### src/rtl/spi_seq_pkg.sv
// spi_seq_pkg: shared types and constants for the SPI TX sequencer.
//   spi_seq_state_t  - sequencer FSM states
//   REQ_*            - request codes driven on req to spi_top
//   spi_seq_entry_t  - command entry layout {mode, data} at the default transfer width
//   mode_done()      - completion rule for a request code given the seen flags

package spi_seq_pkg;

  typedef enum logic [1:0] {
    IDLE,
    LOAD,
    ACTIVE,
    GAP
  } spi_seq_state_t;

  localparam logic [1:0] REQ_NONE = 2'd0;
  localparam logic [1:0] REQ_MOSI = 2'd1;
  localparam logic [1:0] REQ_MISO = 2'd2;
  localparam logic [1:0] REQ_FDX  = 2'd3;

  localparam int unsigned SEQ_TRF_BIT = 8;

  typedef struct packed {
    logic [1:0]             mode;
    logic [SEQ_TRF_BIT-1:0] data;
  } spi_seq_entry_t;

  // A transaction ends once every direction its mode uses has reported completion.
  function automatic logic mode_done(input logic [1:0] mode, input logic tx_seen,
                                     input logic rx_seen);
    logic done;
    unique case (mode)
      REQ_MOSI: done = tx_seen;
      REQ_MISO: done = rx_seen;
      REQ_FDX:  done = tx_seen & rx_seen;
      default:  done = 1'b0;
    endcase
    return done;
  endfunction

endpackage

### src/rtl/spi_seq_fifo.sv
// spi_seq_fifo: synchronous FIFO holding sequencer command entries.
//   clk, rst_n   - clock, asynchronous active-low reset
//   push, wdata  - write request and entry; ignored while full
//   pop          - drop the head entry; ignored while empty
//   rdata        - head entry (valid when not empty)
//   full, empty  - occupancy flags

module spi_seq_fifo #(
  parameter int unsigned WIDTH = 10,
  parameter int unsigned DEPTH = 4
) (
  input  logic             clk,
  input  logic             rst_n,
  input  logic             push,
  input  logic [WIDTH-1:0] wdata,
  input  logic             pop,
  output logic [WIDTH-1:0] rdata,
  output logic             full,
  output logic             empty
);

  localparam int unsigned PtrW = $clog2(DEPTH);

  logic [WIDTH-1:0] mem_q [DEPTH];
  logic [PtrW-1:0]  wr_ptr_q, rd_ptr_q;
  logic [PtrW:0]    count_q;
  logic             do_push, do_pop;

  assign full    = (count_q == (PtrW+1)'(DEPTH));
  assign empty   = (count_q == '0);
  assign do_push = push && !full;
  assign do_pop  = pop && !empty;
  assign rdata   = mem_q[rd_ptr_q];

  always_ff @(posedge clk or negedge rst_n) begin
    if (!rst_n) begin
      wr_ptr_q <= '0;
      rd_ptr_q <= '0;
      count_q  <= '0;
      for (int unsigned i = 0; i < DEPTH; i++) begin
        mem_q[i] <= '0;
      end
    end else begin
      if (do_push) begin
        mem_q[wr_ptr_q] <= wdata;
        wr_ptr_q        <= wr_ptr_q + 1'b1;
      end
      if (do_pop) begin
        rd_ptr_q <= rd_ptr_q + 1'b1;
      end
      unique case ({do_push, do_pop})
        2'b10:   count_q <= count_q + 1'b1;
        2'b01:   count_q <= count_q - 1'b1;
        default: count_q <= count_q;
      endcase
    end
  end

endmodule

### src/rtl/spi_tx_sequencer.sv
// spi_tx_sequencer: buffers host byte commands and issues them one at a time to spi_top.
//   clk, rst_n                 - clock, asynchronous active-low reset
//   s_valid/s_ready/s_data/s_mode - host command stream (mode 1 MOSI, 2 MISO, 3 FDX, 0 illegal)
//   master_idle, done_tx, done_rx, dout_master - status from the SPI master
//   req, din_master, wait_duration - request to spi_top
//   busy                       - FSM not in IDLE
//   err                        - one-cycle pulse when a mode-0 entry is dropped
//   rx_valid, rx_data          - captured receive byte
// Build option: define SPI_SEQ_RX_CAPTURE_EN to build the receive capture register;
// otherwise rx_valid/rx_data are tied to 0.

module spi_tx_sequencer #(
  parameter int unsigned SPI_TRF_BIT   = 8,
  parameter int unsigned FIFO_DEPTH    = 4,
  parameter int unsigned GAP_CYCLES    = 4,
  parameter int unsigned WAIT_DURATION = 10
) (
  input  logic                   clk,
  input  logic                   rst_n,
  input  logic                   s_valid,
  output logic                   s_ready,
  input  logic [SPI_TRF_BIT-1:0] s_data,
  input  logic [1:0]             s_mode,
  input  logic                   master_idle,
  input  logic                   done_tx,
  input  logic                   done_rx,
  input  logic [SPI_TRF_BIT-1:0] dout_master,
  output logic [1:0]             req,
  output logic [SPI_TRF_BIT-1:0] din_master,
  output logic [7:0]             wait_duration,
  output logic                   busy,
  output logic                   err,
  output logic                   rx_valid,
  output logic [SPI_TRF_BIT-1:0] rx_data
);

  import spi_seq_pkg::*;

  localparam int unsigned GapW   = $clog2(GAP_CYCLES + 1);
  localparam int unsigned EntryW = SPI_TRF_BIT + 2;

  spi_seq_state_t         state_q, state_d;
  logic [1:0]             req_q, req_d;
  logic [SPI_TRF_BIT-1:0] din_q, din_d;
  logic [GapW-1:0]        gap_q, gap_d;
  logic                   tx_seen_q, tx_seen_d;
  logic                   rx_seen_q, rx_seen_d;
  logic                   err_q, err_d;
  logic                   done_tx_q, done_rx_q;
  logic                   tx_rise, rx_rise;

  logic                   fifo_pop, fifo_full, fifo_empty;
  logic [EntryW-1:0]      fifo_head;
  logic [1:0]             head_mode;
  logic [SPI_TRF_BIT-1:0] head_data;

  spi_seq_fifo #(
    .WIDTH (EntryW),
    .DEPTH (FIFO_DEPTH)
  ) u_fifo (
    .clk   (clk),
    .rst_n (rst_n),
    .push  (s_valid),
    .wdata ({s_mode, s_data}),
    .pop   (fifo_pop),
    .rdata (fifo_head),
    .full  (fifo_full),
    .empty (fifo_empty)
  );

  assign head_mode = fifo_head[SPI_TRF_BIT +: 2];
  assign head_data = fifo_head[SPI_TRF_BIT-1:0];

  // Edges are taken against last cycle's copy so a level held high counts once.
  assign tx_rise = done_tx && !done_tx_q;
  assign rx_rise = done_rx && !done_rx_q;

  always_comb begin
    state_d   = state_q;
    req_d     = req_q;
    din_d     = din_q;
    gap_d     = gap_q;
    tx_seen_d = tx_seen_q;
    rx_seen_d = rx_seen_q;
    err_d     = 1'b0;
    fifo_pop  = 1'b0;
    unique case (state_q)
      IDLE: begin
        if (!fifo_empty && master_idle) state_d = LOAD;
      end
      LOAD: begin
        if (head_mode == REQ_NONE) begin
          fifo_pop = 1'b1;
          err_d    = 1'b1;
          state_d  = IDLE;
        end else begin
          req_d     = head_mode;
          din_d     = head_data;
          tx_seen_d = 1'b0;
          rx_seen_d = 1'b0;
          state_d   = ACTIVE;
        end
      end
      ACTIVE: begin
        // Completion is judged on registered flags, so req drops the cycle after the edge.
        if (mode_done(req_q, tx_seen_q, rx_seen_q)) begin
          fifo_pop = 1'b1;
          req_d    = REQ_NONE;
          gap_d    = GapW'(GAP_CYCLES - 1);
          state_d  = GAP;
        end else begin
          if (tx_rise) tx_seen_d = 1'b1;
          if (rx_rise) rx_seen_d = 1'b1;
        end
      end
      GAP: begin
        if (gap_q == '0) state_d = IDLE;
        else             gap_d   = gap_q - 1'b1;
      end
      default: state_d = IDLE;
    endcase
  end

  always_ff @(posedge clk or negedge rst_n) begin
    if (!rst_n) begin
      state_q   <= IDLE;
      req_q     <= REQ_NONE;
      din_q     <= '0;
      gap_q     <= '0;
      tx_seen_q <= 1'b0;
      rx_seen_q <= 1'b0;
      err_q     <= 1'b0;
      done_tx_q <= 1'b0;
      done_rx_q <= 1'b0;
    end else begin
      state_q   <= state_d;
      req_q     <= req_d;
      din_q     <= din_d;
      gap_q     <= gap_d;
      tx_seen_q <= tx_seen_d;
      rx_seen_q <= rx_seen_d;
      err_q     <= err_d;
      done_tx_q <= done_tx;
      done_rx_q <= done_rx;
    end
  end

  assign s_ready       = !fifo_full;
  assign req           = req_q;
  assign din_master    = din_q;
  assign wait_duration = 8'(WAIT_DURATION);
  assign busy          = (state_q != IDLE);
  assign err           = err_q;

`ifdef SPI_SEQ_RX_CAPTURE_EN
  logic                   rx_capture;
  logic                   rx_valid_q;
  logic [SPI_TRF_BIT-1:0] rx_data_q;

  assign rx_capture = (state_q == ACTIVE) && rx_rise &&
                      ((req_q == REQ_MISO) || (req_q == REQ_FDX));

  always_ff @(posedge clk or negedge rst_n) begin
    if (!rst_n) begin
      rx_valid_q <= 1'b0;
      rx_data_q  <= '0;
    end else begin
      rx_valid_q <= rx_capture;
      if (rx_capture) rx_data_q <= dout_master;
    end
  end

  assign rx_valid = rx_valid_q;
  assign rx_data  = rx_data_q;
`else
  logic unused_dout;
  assign unused_dout = ^dout_master;
  assign rx_valid    = 1'b0;
  assign rx_data     = '0;
`endif

endmodule

### config.mk
export PLATFORM = sky130hd
export DESIGN_NAME = spi_tx_sequencer
export DESIGN_NICKNAME = d
export VERILOG_FILES = /design/src/rtl/spi_seq_pkg.sv /design/src/rtl/spi_seq_fifo.sv /design/src/rtl/spi_tx_sequencer.sv
export SDC_FILE = /design/constraint.sdc
export NUM_CORES = 1
export LEC_CHECK = 0
export ABC_CLOCK_PERIOD_IN_PS = 6000
export CORE_MARGIN = 2
export CORE_UTILIZATION = 55
export DETAILED_ROUTE_END_ITERATION = 8
export GPL_ROUTABILITY_DRIVEN = 0
export MAX_ROUTING_LAYER = met4
export PLACE_DENSITY = 0.84
export SYNTH_ARGS = -nofsm -noshare
export SYNTH_HDL_FRONTEND = slang
export SYNTH_SLANG_ARGS = --single-unit
### constraint.sdc
create_clock -name clk -period 6 [get_ports clk]
set_input_delay 0.9 -clock clk [delete_from_list [all_inputs] [get_ports clk]]
set_output_delay 0.9 -clock clk [all_outputs]
set_load 0.03 [all_outputs]
After elaboration in Yosys (flattened, before gate mapping)
Index checks and enable logic that the tools add are counted.
- flip-flop bits (word level): 67
- input bits: 24
- output and inout bits: 30
- word-level logic and storage cells: 100
- add/sub/neg operators: 5
- order comparisons: 3
- eq/ne operators: 17
- muxes and demuxes: 31
- bitwise logic cells: 4
- reduce and logical (&&, ||, !) cells: 24
- operators with widths (kind ; count):
    40-bit bitwise mux ; 1
    10-bit 2-to-1 mux ; 3
    10-bit binary-select mux with 2-bit select ; 1
    10-bit demux with 2-bit select ; 1
    2-bit != test, second input constant ; 8
    2-bit 2-to-1 mux ; 6
    3-bit one-hot mux with 2 select lines ; 2
    2-bit equality test, second input constant ; 5
    1-bit 2-to-1 mux ; 9
    3-bit AND reduction ; 3
    2-bit one-hot mux with 4 select lines ; 1
    4-bit AND reduction ; 2
    2-bit nonzero test ; 4
    2-bit by 1-bit equality test with 1-bit output, second input constant ; 3
    3-bit >= comparator, second input constant ; 2
    1-bit logical AND ; 6
    3-bit zero test ; 2
    3-bit 2-to-1 mux ; 2
    2-bit NOT with 3-bit output ; 2
    1-bit one-hot mux with 2 select lines ; 3
    3-bit by 1-bit subtractor with 3-bit output, second input constant ; 2
    2-bit by 1-bit adder with 2-bit output, second input constant ; 2
    1-bit zero test ; 4
    2-bit zero test ; 2
    8 further kinds ; 8

Logic depth before layout (Yosys ltp)
Gate-level depths: netlist (run 1).
- depth in word-level cells: 10
- gate-level depth with buffers: 12
- depth with buffers taken out: 11

Cells and area by module
Synthesis (run 1) repeated with hierarchy kept, for this count alone.
- cell total of the unflattened synthesis: 229
- area total of the unflattened synthesis: 3228.1 um^2
- modules (own cells, without submodules) (module ; instances ; cells an instance ; area an instance (um^2) ; seq. area each (um^2)):
    spi_seq_fifo ; 1 ; 132 ; 2119.5 ; 1176.1
    spi_tx_sequencer ; 1 ; 97 ; 1108.6 ; 500.5

Least setup slack after synthesis (run 1)
Ideal clock, no wire load.
- path type: register to register
- start: register u_fifo.rd_ptr_q[1]
- end: register u_fifo.count_q[2]
- library setup time: 79 ps
- arrival: 2597 ps
- required time: 5921 ps
- slack: 3324 ps
- cell stages (with the launch flop): 11
- buffers on the path: 1
- clock period less this slack: 2676 ps
- cells stage by stage: dfrtp_1 > buf_6 > mux2_4 > or4_4 > a31oi_2 > ha_1 > inv_1 > fa_1 > xor2_1 > nor2_1 > xor2_1
- cells in the longest elaborated chain, start to end: 10
- elaborated cells on any way between the ends: 12
- classes of those cells: eq/ne: 2; mux: 6; bitwise: 1; reduce/logical: 3
- ends and longest elaborated chain (what ; RTL line ; source):
    start, declared ; spi_seq_fifo.sv:25 ; logic [PtrW-1:0] wr_ptr_q, rd_ptr_q;
    start signal, assigned ; spi_seq_fifo.sv:49 ; rd_ptr_q <= rd_ptr_q + 1'b1;
    2-bit NOT with 3-bit output (not written as such) (*) ; spi_seq_fifo.sv:33 ; assign rdata = mem_q[rd_ptr_q];
    10-bit binary-select mux with 2-bit select (*) ; spi_seq_fifo.sv:33 ;
    10-bit 2-to-1 mux (not written as such) (*) (2 in series) ; spi_seq_fifo.sv:33 ;
    2-bit zero test (*) ; spi_tx_sequencer.sv:92 ; if (head_mode == REQ_NONE) begin
    1-bit 2-to-1 mux (*) ; spi_tx_sequencer.sv:92 ;
    1-bit one-hot mux with 2 select lines (*) ; spi_tx_sequencer.sv:87 ; unique case (state_q)
    1-bit logical AND (*) ; spi_seq_fifo.sv:32 ; assign do_pop = pop && !empty;
    via u_fifo.do_pop ; spi_seq_fifo.sv:27 ; logic do_push, do_pop;
    2-bit by 1-bit equality test with 1-bit output / 2-bit equality test (equally long branches) ; spi_seq_fifo.sv:51 ; unique case ({do_push, do_pop})
    3-bit one-hot mux with 2 select lines / 2-bit nonzero test (equally long branches) ; n/a ;
    end signal, assigned ; spi_seq_fifo.sv:52 ; 2'b10: count_q <= count_q + 1'b1;
    end signal, assigned ; spi_seq_fifo.sv:53 ; 2'b01: count_q <= count_q - 1'b1;
    end signal, assigned ; spi_seq_fifo.sv:54 ; default: count_q <= count_q;
    end, declared ; spi_seq_fifo.sv:26 ; logic [PtrW:0] count_q;
Mark *: on every way through the listed nets, which the timed path passes. The rest lies on a longest branch. The select of a mux whose other input is x is not followed.
A chain may end at the register's enable or synchronous reset.

Worst setup path after layout (run 1)
Same ends and word-level chain as after synthesis.

==> results of run 1 <==
-- worst paths after layout --
path | depth (start not counted) | endpoint | slack (ns) | from
worst min-delay path | 1 | din_master[4] | 0.49 | din_master[4]
worst max-delay path | 9 | u_fifo.count_q[2] | 2.91 | u_fifo.rd_ptr_q[1]
min in group asynchronous | 2 | u_fifo.mem_q[35] | 0.72 | rst_n
max in group asynchronous | 2 | u_fifo.mem_q[8] | 4.74 | rst_n
worst min register to register | 1 | din_master[4] | 0.49 | din_master[4]
worst max register to register | 9 | u_fifo.count_q[2] | 2.91 | u_fifo.rd_ptr_q[1]
-- worst max-delay path, stage by stage, from the launching register on --
cell and delay [ns]:
dfrtp_1 0.72, mux2_2 0.43, or3_1 0.45, a31oi_2 0.29, ha_1 0.23, inv_1 0.07
fa_1 0.43, xor2_1 0.15, nor2_1 0.11, xor2_1 0.15
-- flip-flops by register name, indices dropped and copies added (netlist names), 2 cells and up, named ones only --
signal and flops:
u_fifo.rd_ptr_q 2, u_fifo.count_q 3, req 2, u_fifo.wr_ptr_q 2, gap_q 3, din_master 8, u_fifo.mem_q 40
-- metal layers --
metal | wire, µm | global-route usage | up-vias
met2 | 2870 | 0.315 | 47
met5 | 0 | - | -
met4 | 103 | 0.0717 | 0
met1 | 2620 | 0.256 | 993
li1 | - | - | 914
met3 | 215 | 0.0593 | 11
-- layout make-up --
class | count | area (µm²)
Sequential cell | 67 | 1680
Timing Repair Buffer | 29 | 283
Fill cell | 434 | 2090
Inverter | 15 | 56.3
Tap cell | 75 | 93.8
Multi-Input combinational cell | 156 | 1480
Clock buffer | 10 | 138
Clock inverter | 6 | 65.1
-- cell usage in the layout, fill, tap and decap left out, types with 2 or more instances in the layout --
cell	Yosys	final
a21oi_1	2	2
inv_1	15	15
o2bb2ai_1	3	3
conb_1	2	17
o21ai_0	3	3
o31ai_1	2	2
ha_1	11	11
o22a_1	2	2
clkdlybuf4s50_1	0	27
mux2i_1	3	3
xor2_1	3	3
a211oi_1	2	2
clkinv_2	0	2
clkbuf_8	0	10
a31oi_1	3	3
mux2_2	49	49
nand3_1	3	3
mux2_1	5	5
xnor2_1	3	3
dfrtp_1	67	67
nand2_1	12	12
clkinv_4	0	2
nor2_1	5	5
mux4_1	8	8
a2bb2oi_1	2	2
a211o_1	2	2
-- cell families (layout without fill, tap and decap cells) --
logic type	Yosys count	after routing
buffers and inverters	37	60
XOR/XNOR	6	6
multiplexers	66	66
other	2	17
AO/OA/AOI/OAI	27	27
AND/OR/NAND/NOR	28	28
flip-flops	67	67
adder cells (fa/ha/maj)	12	12
-- power by group through the flow --
stage	registers [mW]	clock network [mW]	logic, mW
2_1_floorplan	0.670	0	0.330
3_3_place_gp	0.687	0	0.379
3_5_place_dp	0.699	0	0.402
4_1_cts	0.690	0.387	0.403
5_1_grt	0.713	0.405	0.436
6_report	0.691	0.381	0.397
-- through the flow --
stage          hold WS, ns  setup WS [ns]  instances
2_1_floorplan        0.454           3.32        260
3_3_place_gp         0.467           3.00        342
3_5_place_dp         0.478           2.92        342
4_1_cts              0.498           2.90        358
5_1_grt              0.506           2.76        358
6_report             0.492           2.91        358
==> results.py, run 1 <==
metrics = {
    "run_status": {
        "status": "finished clean",
    },
    "routing": {
        "drt-total-wl_um": 5820,
        "via_per_inst": 5.49,
        "drt_pre_antenna_iters": 4,
        "drc": 0,
        "antenna_left": 0,
        "first_iter_violations": 158,
        "routedWlPerCell_um": 16.2,
        "vias": 1965,
    },
    "logic_synthesis": {
        "synth-xor-area-share": 0.0157,
        "synth.top_cell.area_share": 0.501,
        "yosysMostFrequentCell": "dfrtp_1",
        "synth.area.top_cells": "dfrtp_1 (50%), mux2_2 (16%), mux4_1 (6.3%)",
        "synth_compound_area_frac": 0.0632,
        "synth_common_cells": "dfrtp_1 (67), mux2_2 (49), buf_4 (18)",
        "synth_simple_gate_area_frac": 0.0400,
        "dominantRegCellSynth": "dfrtp_1",
        "synth.distinct_cells": 41,
        "syn_inst": 245,
        "synth_top_family_by_area": "multiplexers",
        "synth_area_per_cell_um2": 13.7,
        "seq_area_frac_synth": 0.501,
        "synthAdderAreaFrac": 0.0471,
        "yosysWarnings": 0,
        "synth_area_um2": 3350,
        "synth_edf_count": 0,
        "ys_seq_elements": 67,
        "synthMuxAreaShare": 0.258,
        "synth_top_area_cell": "dfrtp_1",
        "async_reset_ff_frac": 1.00,
    },
    "clock_tree": {
        "cts_setup_buffers": 0,
        "cts.sinks": 67,
        "cts_tree": "yes",
        "root_buffer": "clkbuf_8",
        "htreeDepth": 3,
        "hold_buffers": 0,
        "clkTransAtPathRegs_ns": 0.07,
        "insertion_delay_ns": 0.35,
        "post_cts_resized": 0,
        "cts_buffer_depth": 2,
        "cts_buffers": 9,
    },
    "sta": {
        "period_needed_ns": 3.09,
        "max_freq_mhz": 323,
        "rsz0062_at_grt": "no",
        "tightest_slew_ns": 1.09,
        "setup_viol": 0,
        "final-max-slew-violation-count": 0,
        "skew_ns": 0.0177,
        "max_slew_margin": 0.267,
        "setup-tns-final_ns": 0,
        "finalCritPeriodShare": 0.516,
        "hold_violations": 0,
    },
    "placed_design": {
        "placed_area_um2": 3590,
        "place.port_buffers": 28,
        "post-dp-hpwl_um": 3850,
    },
    "power": {
        "p_sw_frac": 0.291,
        "ir_worst_vdd_uv": 178,
        "power_frac_clock": 0.259,
        "switchingPower_mw": 0.427,
        "internal-power_mw": 1.04,
        "total_power_mw": 1.47,
        "power_per_cell_area_nw_per_um2": 387,
        "p_comb_frac": 0.270,
        "p_leak_nw": 1.70,
        "seq_power_share": 0.470,
    },
    "floorplan": {
        "die_w_um": 82.0,
        "rows": 28,
        "boundaryPins": 54,
        "dieArea_um2": 6730,
        "start_util": 0.569,
        "die_h_um": 82.0,
        "coreArea_um2": 5890,
    },
    "flow_run": {
        "max-cap-violations": 0,
    },
    "grt": {
        "grt_max_degree": 68,
        "grt_overflow_total": 0,
        "grt_pass1_vias": 2034,
        "grt_pass1_wl_um": 9660,
        "antenna_found_initial": 0,
        "grt_usage": 0.203,
    },
    "critical_path": {
        "arrival_ns": 3.36,
        "worstPathRequired_ns": 6.27,
        "endpoint_kind": "register",
        "crit_path_max_fanout": 13,
        "worstSetupPathType": "register to register",
        "startpoint_type": "register",
    },
    "layout": {
        "finalCoreUtilization": 0.645,
        "n_antenna_cell": 0,
        "finalInstanceArea_um2": 3790,
        "final_nets": 314,
        "drive_gt1_frac": 0.254,
        "areaGrowthSynthToFinish_pct": 13.3,
    },
    "worst_hold_path": {
        "holdCritPathClass": "register to register",
    },
}
No activity file was read; power rests on OpenSTA's default activity.
==> inputs of run 2 (changes only) <==
Settings changed: ABC_CLOCK_PERIOD_IN_PS 6000 to 2700, CORE_UTILIZATION 55 to 48, PLACE_DENSITY 0.84 to 0.78.
Clock period 6 ns to 2.7 ns, I/O delays scaled along.
==> run 2 against run 1 <==
Design area is 4.2% higher. Worst setup slack worse by 2.8 ns. Wire length is 3.1% higher. Register-to-register slack worse by 2.8 ns. Non-clock buffer count is 16 higher. Sequential share of layout area is 1.7 points lower. Combinational power is 120% higher. Via count is 1.5% higher. Clock skew is 0.0097 ns lower. Total power is 120% higher. Core utilization is 6.0 points lower. Largest cell class unchanged.
==> results.py, run 2 (synthesized netlist as in run 1, its figures left out) <==
metrics = {
    "run_status": {
        "status": "finished clean",
    },
    "grt": {
        "grt_overflow_total": 0,
        "grt_max_degree": 38,
        "grt_usage": 0.184,
        "antenna_found_initial": 0,
        "grt_pass1_wl_um": 10200,
        "grt_pass1_vias": 2134,
    },
    "layout": {
        "n_antenna_cell": 0,
        "multiInputGateArea_um2": 1520,
        "final_nets": 330,
        "stdcell_count": 379,
        "largest_reg_flops": 40,
        "largest_register": "u_fifo.mem_q",
        "drive_gt1_frac": 0.308,
        "final_cell_mix": "dfrtp_1 (66), mux2_2 (49), clkdlybuf4s50_1 (27)",
        "nFillCells": 542,
        "ff_latch_area_um2": 1680,
        "areaGrowthSynthToFinish_pct": 18.1,
        "final_common_cell": "dfrtp_1",
    },
    "worst_hold_path": {
        "holdCritPathClass": "input pin to asynchronous set/reset pin",
    },
    "clock_tree": {
        "cts_buffer_depth": 2,
        "insertion_delay_ns": 0.34,
        "cts.sinks": 67,
        "root_buffer": "clkbuf_8",
        "cts_buffers": 9,
        "htreeDepth": 3,
        "clkTransAtPathRegs_ns": 0.07,
        "cts_tree": "yes",
    },
    "power": {
        "power_per_cell_area_nw_per_um2": 804,
        "internal-power_mw": 2.25,
        "p_sw_frac": 0.291,
        "total_power_mw": 3.18,
        "ir_worst_vdd_uv": 563,
        "power_frac_clock": 0.236,
        "seq_power_share": 0.483,
        "p_comb_frac": 0.281,
        "switchingPower_mw": 0.924,
        "p_leak_nw": 1.76,
    },
    "floorplan": {
        "boundaryPins": 54,
        "die_h_um": 87.5,
        "start_util": 0.496,
        "rows": 30,
        "coreArea_um2": 6760,
        "die_w_um": 87.5,
        "dieArea_um2": 7660,
    },
    "critical_path": {
        "crit_path_frequent_cell": "xor2_1",
        "startpoint_type": "register",
        "cp_slowest_cell": "or4_4",
        "path_cells": "mux2_4, or4_4, a31oi_4, ha_4, inv_1, fa_2, xor2_1, nor2_1, xor2_1",
        "max_stage_delay_ns": 0.51,
        "crit_path_max_fanout": 6,
        "arrival_ns": 2.84,
        "worstPathRequired_ns": 2.96,
        "worstSetupPathType": "register to register",
        "endpoint_kind": "register",
    },
    "routing": {
        "drt_pre_antenna_iters": 4,
        "routedWlPerCell_um": 15.8,
        "drc": 0,
        "via_per_inst": 5.26,
        "drt-total-wl_um": 6000,
        "antenna_left": 0,
        "vias": 1994,
        "first_iter_violations": 73,
    },
    "sta": {
        "max_freq_mhz": 388,
        "finalCritPeriodShare": 0.955,
        "tightest_slew_ns": 0.718,
        "period_needed_ns": 2.58,
        "rsz0062_at_grt": "no",
        "max_slew_margin": 0.521,
        "hold_violations": 0,
        "final-max-slew-violation-count": 0,
        "skew_ns": 0.00800,
        "setup_viol": 0,
        "timing.hold.ws_ns": 0.117,
    },
    "placed_design": {
        "dp_cells": 358,
        "place.port_buffers": 28,
        "post-dp-hpwl_um": 4270,
    },
    "flow_run": {
        "max-cap-violations": 0,
    },
}
run 2: cell count changes in the layout (fill, tap and decap cells not counted), moves of 2 or more:
| cell | change |
|---|---|
| buf_4 | +15 |
| clkinv_4 | -2 |
| ha_1 | -2 |
| ha_4 | +2 |
run 2: metrics by stage:
stage | setup TNS (ns) | instance area (µm²) | setup WS [ns] | utilization
CTS | 0 | 3930 | 0.00933 | 0.581
global route | 0 | 3950 | 0.00468 | 0.585
global placement | -0.00638 | 3690 | -0.00638 | 0.547
floorplan | 0 | 3400 | 0.0239 | -
finish | 0 | 3950 | 0.121 | 0.585
detailed placement | -0.0949 | 3690 | -0.0949 | 0.547
run 2: cell type report:
| class | instances | share of cell area |
|---|---|---|
| Sequential cell | 67 | 0.424 |
| Multi-Input combinational cell | 156 | 0.385 |
| Clock inverter | 4 | 0.00633 |
| Inverter | 15 | 0.0142 |
| Tap cell | 80 | 0.0253 |
| Clock buffer | 12 | 0.0392 |
| Timing Repair Buffer | 45 | 0.105 |
run 2: repair_timing:
action | 4_1_cts | 5_1_grt
hold buffers | 0 | 0
setup endpoints to repair | 1 | 1
pin swaps | 1 | 3
resized for setup | 4 | 4
setup buffers | 5 | 0
run 2: power by group through the flow:
stage	Clock [mW]	Combinational, mW	Sequential [mW]
2_1_floorplan	0	0.732	1.49
3_3_place_gp	0	0.853	1.53
3_5_place_dp	0	0.894	1.56
4_1_cts	0.769	0.904	1.54
5_1_grt	0.823	0.998	1.58
6_report	0.749	0.893	1.54
run 2: critical path: cells and delay by family (launching register included):
family	cells	cell delay (ns)
mux	1	0.32
fa+ha+maj	2	0.54
compound gates	1	0.18
flops	1	0.45
buf+inv	1	0.06
simple gates	2	0.63
xor+xnor	2	0.32
run 2: worst paths after layout:
check | startpoint | end | slack (ns) | depth (start not counted)
max reg2reg | u_fifo.rd_ptr_q[1] | u_fifo.count_q[2] | 0.12 | 9
min in group clk | rx_seen_q | rx_seen_q | 0.49 | 1
min reg2reg | rx_seen_q | rx_seen_q | 0.49 | 1
min | rst_n | din_master[7] | 0.12 | 1
max in group asynchronous | rst_n | u_fifo.rd_ptr_q[1] | 1.93 | 2
max | u_fifo.rd_ptr_q[1] | u_fifo.count_q[2] | 0.12 | 9
run 2: routing by layer:
metal / vias up / routed length (µm) / GRT usage
met3: 5 / 222 / 0.0569
met5: - / 0 / -
met4: 0 / 77 / 0.0531
li1: 942 / - / -
met2: 44 / 3010 / 0.305
met1: 1003 / 2690 / 0.215
